==> config.mk <==
export PLATFORM = sky130hd
export DESIGN_NAME = turbo_codec_scheduler
export DESIGN_NICKNAME = d
export VERILOG_FILES = /design/src/rtl/turbo_codec_scheduler.sv
export SDC_FILE = /design/constraint.sdc
export NUM_CORES = 1
export LEC_CHECK = 0
export ABC_CLOCK_PERIOD_IN_PS = 5850
export CAP_MARGIN = 20
export CORE_MARGIN = 8
export CORE_UTILIZATION = 50
export DETAILED_ROUTE_END_ITERATION = 16
export PLACE_DENSITY = 0.8
export SLEW_MARGIN = 20
export SYNTH_ARGS = -nofsm -noshare
export SYNTH_HDL_FRONTEND = slang
export SYNTH_SLANG_ARGS = --single-unit
==> constraint.sdc <==
create_clock -name clk -period 5.85 [get_ports clk]
set_clock_uncertainty 0.2 [all_clocks]
set_input_delay 1.17 -clock clk [delete_from_list [all_inputs] [get_ports clk]]
set_output_delay 1.17 -clock clk [all_outputs]
set_load 0.02 [all_outputs]
==> src/rtl/turbo_codec_scheduler.sv <==
// Round-robin scheduler sharing one turbo codec engine between an encode and a decode requester.
// Each grant sequences GRANT -> FEED -> WAIT -> DONE, with a watchdog on the engine's valid pulse.
module turbo_codec_scheduler #(
    parameter int ENC_FEED = 8,
    parameter int DEC_FEED = 1,
    parameter int TIMEOUT  = 15,
    parameter int CNT_W    = 4
) (
    input  logic       clk,
    input  logic       rst_n,
    input  logic       enc_req,
    input  logic       enc_din,
    output logic       enc_gnt,
    output logic       enc_done,
    input  logic       dec_req,
    input  logic [2:0] dec_sym,
    output logic       dec_gnt,
    output logic       dec_done,
    output logic       eng_start,
    output logic       eng_mode,
    output logic [2:0] eng_sym,
    input  logic       eng_valid,
    output logic       timeout_err,
    output logic       busy,
    output logic [7:0] frame_cnt
);

    typedef enum logic [2:0] {S_IDLE, S_GRANT, S_FEED, S_WAIT, S_DONE} state_e;

    localparam logic [CNT_W-1:0] ENC_LOAD = CNT_W'(ENC_FEED - 1);
    localparam logic [CNT_W-1:0] DEC_LOAD = CNT_W'(DEC_FEED - 1);
    localparam logic [CNT_W-1:0] TO_LOAD  = CNT_W'(TIMEOUT - 1);

    state_e           state_q, state_d;
    logic [CNT_W-1:0] cnt_q, cnt_d;
    logic             enc_sel_q, enc_sel_d;   // 1: current frame belongs to the encoder
    logic             rr_enc_q, rr_enc_d;     // 1: encoder was served last
    logic             to_q, to_d;
    logic [7:0]       frame_cnt_q, frame_cnt_d;

    always_ff @(posedge clk or negedge rst_n) begin
        if (!rst_n) begin
            state_q     <= S_IDLE;
            cnt_q       <= '0;
            enc_sel_q   <= 1'b0;
            rr_enc_q    <= 1'b0;
            to_q        <= 1'b0;
            frame_cnt_q <= '0;
        end else begin
            state_q     <= state_d;
            cnt_q       <= cnt_d;
            enc_sel_q   <= enc_sel_d;
            rr_enc_q    <= rr_enc_d;
            to_q        <= to_d;
            frame_cnt_q <= frame_cnt_d;
        end
    end

    always_comb begin
        state_d     = state_q;
        cnt_d       = cnt_q;
        enc_sel_d   = enc_sel_q;
        rr_enc_d    = rr_enc_q;
        to_d        = to_q;
        frame_cnt_d = frame_cnt_q;
        case (state_q)
            S_IDLE: begin
                to_d = 1'b0;
                // On a tie the requester not served last wins.
                if (enc_req && (!dec_req || !rr_enc_q)) begin
                    enc_sel_d = 1'b1;
                    state_d   = S_GRANT;
                end else if (dec_req) begin
                    enc_sel_d = 1'b0;
                    state_d   = S_GRANT;
                end
            end
            S_GRANT: begin
                cnt_d   = enc_sel_q ? ENC_LOAD : DEC_LOAD;
                state_d = S_FEED;
            end
            S_FEED: begin
                if (cnt_q == '0) begin
                    cnt_d   = TO_LOAD;
                    state_d = S_WAIT;
                end else begin
                    cnt_d = cnt_q - 1'b1;
                end
            end
            S_WAIT: begin
                // A valid on the last watchdog cycle still counts as success.
                if (eng_valid) begin
                    state_d = S_DONE;
                end else if (cnt_q == '0) begin
                    to_d    = 1'b1;
                    state_d = S_DONE;
                end else begin
                    cnt_d = cnt_q - 1'b1;
                end
            end
            S_DONE: begin
                frame_cnt_d = frame_cnt_q + 8'd1;
                rr_enc_d    = enc_sel_q;
                to_d        = 1'b0;
                state_d     = S_IDLE;
            end
            default: state_d = S_IDLE;
        endcase
    end

    // Outputs decode straight from state so an async reset clears them without a clock.
    assign busy        = (state_q != S_IDLE);
    assign enc_gnt     = busy && enc_sel_q;
    assign dec_gnt     = busy && !enc_sel_q;
    assign eng_mode    = enc_gnt;
    assign eng_start   = (state_q == S_FEED);
    assign eng_sym     = !eng_start ? 3'b000 : (enc_sel_q ? {2'b00, enc_din} : dec_sym);
    assign enc_done    = (state_q == S_DONE) && enc_sel_q;
    assign dec_done    = (state_q == S_DONE) && !enc_sel_q;
    assign timeout_err = (state_q == S_DONE) && to_q;
    assign frame_cnt   = frame_cnt_q;

    gnt_exclusive: assert property (@(posedge clk) disable iff (!rst_n) !(enc_gnt && dec_gnt));

endmodule

==> reports/qor.txt, run 1 <==
Post-CTS Hold Buffers: 0
worst path required time: 4480 ps
WL/cell: 14.1 um
worst-skew pair later-pin latency: 280 ps
post-layout util: 0.682
H-tree depth: 1
final instance area: 1330 um2
nets@finish: 135
first-pass GRT wire length: 3500 um
vias in the first global route: 779
fillers: 158
Yosys warning count: 0
Initial DRC Count: 15
Resized cells post-CTS: 0
clock root cell: clkbuf_4
commonest non-fill, non-tap cell in the layout: clkdlybuf4s50_1
Max Clock Freq: 260 MHz
Detail Route Antenna Nets: 0
most used cell, CP: clkdlybuf4s50_1
synth-to-layout area growth: 31.4%
Hold Vio Cnt, Final: 0
RSZ-0062 raised after global routing: no
number of port buffers: 27
Row Count: 16
Ports: 28
status: finished clean
Max FO, Critical Path: 1
Post-Syn Instances: 96
setup TNS: 0 ps
core area: 1940 um2
vias after detailed routing: 802
Multi-input gate area: 512 um2
DR DRC count: 0
number of antenna diodes: 0
slowest cell delay on critical path: 630 ps
gr usage total: 0.123
Main synth FF type: dfrtp_1
Worst Hold Class: flip-flop to flip-flop
Seq/Total Area, Yosys: 0.447
CTS tree: built
post-CTS setup buffer count: 0
worst slew pin tran: 791 ps
syn avg cell area: 10.5 um2
final wirelength: 2100 um
vias per cell: 5.38
Clock Tree Buf Depth: 2
Pre-antenna DRT Iters: 4
#FFs+latches synth: 18
hold_ws: 272 ps
CTS clk-pin slew, worst paths: 100 ps
CTS sink count: 18
Post-synth EDFFs: 0
Worst Path Arrival: 2470 ps
Async S/R FF share, synth: 1.00
Worst Setup Path Type: input port to output pin
Max-slew headroom: 0.471
starting density of the core: 0.519
leakage power: 0.566 nW
die area: 3710 um2
crit-path cells: clkdlybuf4s50_1 > mux2i_1 > nor3_1 > clkdlybuf4s50_1
dpl hpwl: 1660 um
syn nets: 108
Netlist cell types: 38
VDD IR max: 0.390 mV
CP max-delay cell: clkdlybuf4s50_1
crit path launch type: input port
Mapped Area: 1010 um2
crit path capture type: output pin
crit share post-route: 0.657
Cell Pwr Density: 511 nW/um2
sequential standard cell area: 450 um2
GPL Wtd Cong: 0.799
max_cap viols: 0
final setup fails: 0
minimum clock period: 3840 ps
most frequent cells in the layout: clkdlybuf4s50_1 (27), dfrtp_1 (18), nand2_1 (9), inv_1 (6), xnor2_1 (6)
largest net degree at the start of global routing: 19
global route overflow: 0
Die Wd: 60.9 um
initial antenna violation count: 0
layout cells sized above 1: 0.107
CTS Buf Count: 3
Die H: 60.9 um
Area after DPL: 1290 um2
Pwr Total: 0.676 mW
count of final max-slew check failures: 0
critical path, delay by kind of cell:
family / cells / cell delay [ps]
buffers and inverters: 2 / 1100
multiplexers: 1 / 70
AND/OR/NAND/NOR: 1 / 130
area by class of cell:
cell class                 count  share of cell area
multi-input combinational     67               0.386
inverter                       6              0.0170
sequential                    18               0.340
tap                           27              0.0255
clock buffer                   4              0.0274
timing repair buffer          27               0.204
final timing paths:
path                         startpoint            to  slack (ps)  cells past startpoint
setup / recovery             dec_sym[0]    eng_sym[0]        2010                      4
setup reg to reg               cnt_q[0]      cnt_q[1]        3800                      5
hold reg to reg            frame_cnt[7]  frame_cnt[7]         270                      1
hold / removal             frame_cnt[7]  frame_cnt[7]         270                      1
max in group asynchronous         rst_n  frame_cnt[3]        3820                      1
min in group asynchronous         rst_n  frame_cnt[2]        1140                      1
logic make-up (layout without fill, tap and decap cells):
group	Yosys count	in the layout	share of synthesized area
flip-flops	18	18	0.447
buffers and inverters	11	37	0.0459
adder cells (fa/ha/maj)	3	3	0.0372
XOR/XNOR	8	8	0.0695
multiplexers	4	4	0.0434
AO/OA/AOI/OAI	15	15	0.132
AND/OR/NAND/NOR	37	37	0.226
routing by layer:
| layer | vias up | GRT usage | wire [um] |
|---|---|---|---|
| li1 | 392 | - | - |
| met1 | 378 | 0.134 | 938 |
| met2 | 30 | 0.217 | 959 |
| met3 | 2 | 0.0403 | 196 |
| met4 | 0 | 0.0399 | 9 |
| met5 | - | 0 | 0 |
power by group:
part           total (mW)  switching (mW)  internal (mW)
logic               0.369           0.185          0.184
registers           0.234          0.0654          0.168
clock network      0.0735          0.0356         0.0378
synthesized netlist by cell type (3+ instances only):
| cell type | instances | share of area |
|---|---|---|
| nor3b_1 | 3 | 0.022 |
| clkbuf_1 | 3 | 0.011 |
| nand2_1 | 9 | 0.033 |
| ha_1 | 3 | 0.037 |
| dfrtp_1 | 18 | 0.45 |
| xnor2_1 | 6 | 0.052 |
| nor2_1 | 5 | 0.019 |
| mux2_2 | 3 | 0.033 |
| inv_1 | 6 | 0.022 |
| nor3_1 | 4 | 0.020 |
per-stage QoR:
step,instances,setup slack (ps)
after detailed placement,145,2000
after floorplan,96,2790
after global placement,145,2040
after CTS,149,2000
final,149,2010
after global routing,149,1910
sequential cells by signal, indices dropped and copies added, names as in the netlist:
signal and flops:
enc_sel_q 1, to_q 1, rr_enc_q 1, state_q 3
frame_cnt 8, cnt_q 4
Note: power is estimated with default switching activity, not from simulation.
==> inputs of run 2 (changes only) <==
ABC_CLOCK_PERIOD_IN_PS = 3600   (was 5850)
CORE_UTILIZATION = 46   (was 50)
PLACE_DENSITY = 0.74   (was 0.8)
clock period = 3.6 ns   (was 5.85 ns; I/O delays follow)
==> reports/qor.txt, run 2 (synthesized netlist as in run 1, its figures left out) <==
synth-to-layout area growth: 31.5% (about the same)
CTS sink count: 18 (unchanged)
DR DRC count: 0 (unchanged)
Initial DRC Count: 29 (+14)
leakage power: 0.566 nW (unchanged)
Bufs and invs on worst path: 1 (-1)
CP max-delay cell: clkdlybuf4s50_1
max_cap viols: 0 (unchanged)
r2r endpoint: cnt_q[1]
R2R cell count: 5 (unchanged)
H-tree depth: 1 (unchanged)
FF-to-FF setup slack: 1550 ps (-2250 ps)
Top delay family on crit path: simple AND/OR/NAND/NOR gates
gr usage total: 0.108 (-0.0148)
first-pass GRT wire length: 3660 um (+4.7%)
Resized cells post-CTS: 0 (unchanged)
global route overflow: 0 (unchanged)
starting density of the core: 0.469 (-0.0499)
crit-path cells: nor3b_4 > and2_1 > clkdlybuf4s50_1
commonest non-fill, non-tap cell in the layout: clkdlybuf4s50_1
final setup fails: 0 (unchanged)
Max Clock Freq: 331 MHz
post-CTS setup buffer count: 0 (unchanged)
WHS Endpoint: frame_cnt[7]
number of antenna diodes: 0 (unchanged)
crit path capture type: output pin
most frequent cells in the layout: clkdlybuf4s50_1 (27), dfrtp_1 (18), nand2_1 (9), inv_1 (6), xnor2_1 (6)
core area: 2150 um2 (+11%)
worst path required time: 2680 ps (-1800 ps)
Row Count: 17 (+1)
Worst Hold Class: flip-flop to flip-flop
worst slew pin tran: 794 ps (+2.31 ps)
max reg flops: 8 (unchanged)
Multi-input gate area: 512 um2 (unchanged)
count of final max-slew check failures: 0 (unchanged)
minimum clock period: 3020 ps
Worst Setup Path Type: flip-flop to output pin
CTS tree: built
VDD IR max: 0.443 mV (+14%)
fin cells: 150 (+0.67%)
status: finished clean
nets@finish: 135 (unchanged)
die area: 3950 um2 (+6.4%)
setup TNS: 0 ps (unchanged)
Max FO, Critical Path: 13 (+12)
final worst slack: 576 ps (-1430 ps)
Die H: 62.8 um (+3.1%)
clock root cell: clkbuf_4
fillers: 184 (+16%)
CTS clk-pin slew, worst paths: 110 ps (about the same)
launch point of the worst reg-to-reg path: cnt_q[0]
Worst Path Arrival: 2100 ps (-370 ps)
Pre-antenna DRT Iters: 4 (unchanged)
largest net degree at the start of global routing: 19 (unchanged)
sequential standard cell area: 450 um2 (unchanged)
Cell Pwr Density: 827 nW/um2 (+62%)
Post-CTS Hold Buffers: 0 (unchanged)
slowest cell delay on critical path: 600 ps (-30 ps)
Area after DPL: 1290 um2 (about the same)
Ports: 28 (unchanged)
final instance area: 1330 um2 (about the same)
placed cells: 146 (+0.69%)
crit share post-route: 0.840
layout cells sized above 1: 0.107 (unchanged)
vias in the first global route: 812 (+4.2%)
Hold Vio Cnt, Final: 0 (unchanged)
worst-skew pair later-pin latency: 290 ps (about the same)
vias after detailed routing: 789 (-1.6%)
RSZ-0062 raised after global routing: no
Detail Route Antenna Nets: 0 (unchanged)
CTS Buf Count: 3 (unchanged)
Worst Min Path Start: frame_cnt[7]
dpl hpwl: 1590 um (-4.2%)
vias per cell: 5.26 (-2.3%)
Die Wd: 62.8 um (+3.1%)
number of port buffers: 27 (unchanged)
GPL Wtd Cong: 0.825 (+3.2%)
Clock Tree Buf Depth: 2 (unchanged)
initial antenna violation count: 0 (unchanged)
crit path launch type: flip-flop
Max-slew headroom: 0.469 (-0.00155)
Place WS: 653 ps (-1350 ps)
final wirelength: 2100 um (-0.33%)
Hold Path Depth: 1 (unchanged)
WL/cell: 14.0 um (-1.0%)
[run 2: cell counts in the layout (fill, tap and decap cells not counted)]
No cell type changed its count.
[run 2: how the worst max path moves through the flow]
stage	startpoint	endpoint	slack (ps)	cells after the start
detailed placement	enc_din	eng_sym[0]	650	4
floorplan	state_q[0]	eng_sym[1]	1020	3
global route	state_q[0]	eng_sym[1]	420	3
finish	state_q[0]	timeout_err	580	3
global placement	dec_sym[0]	eng_sym[0]	680	4
CTS	state_q[1]	eng_sym[1]	550	3
[run 2: power by group]
group / switching (mW) / total, mW / internal (mW)
Combinational: 0.298 / 0.597 / 0.300
Sequential: 0.104 / 0.377 / 0.273
Clock: 0.0605 / 0.122 / 0.0615
[run 2: worst reg2reg max path, stage by stage, from the launching register on]
cell and delay, ps:
dfrtp_1 410, inv_1 110, ha_1 180, nor3b_1 520, o32ai_4 220, mux2_2 300
[run 2: cell type report]
type / count / area share
clock buffers: 4 / 0.0274
inverters: 6 / 0.0170
multi-input cells: 67 / 0.386
flip-flops and latches: 18 / 0.340
well taps: 28 / 0.0264
repair buffers: 27 / 0.204
[run 2: routing by layer]
| layer | global-route usage | routed length, um |
|---|---|---|
| met3 | 0.0358 | 145 |
| met4 | 0.0342 | 14 |
| met1 | 0.130 | 967 |
| met5 | 0 | 0 |
| met2 | 0.176 | 969 |
[run 2: through the flow]
step | total power [mW] | hold WS, ps | utilization
after floorplan | 0.788 | 224 | -
after global placement | 0.970 | 260 | 0.600
after detailed placement | 0.985 | 269 | 0.600
after CTS | 1.11 | 288 | 0.617
after global routing | 1.18 | 300 | 0.617
final | 1.10 | 286 | 0.617
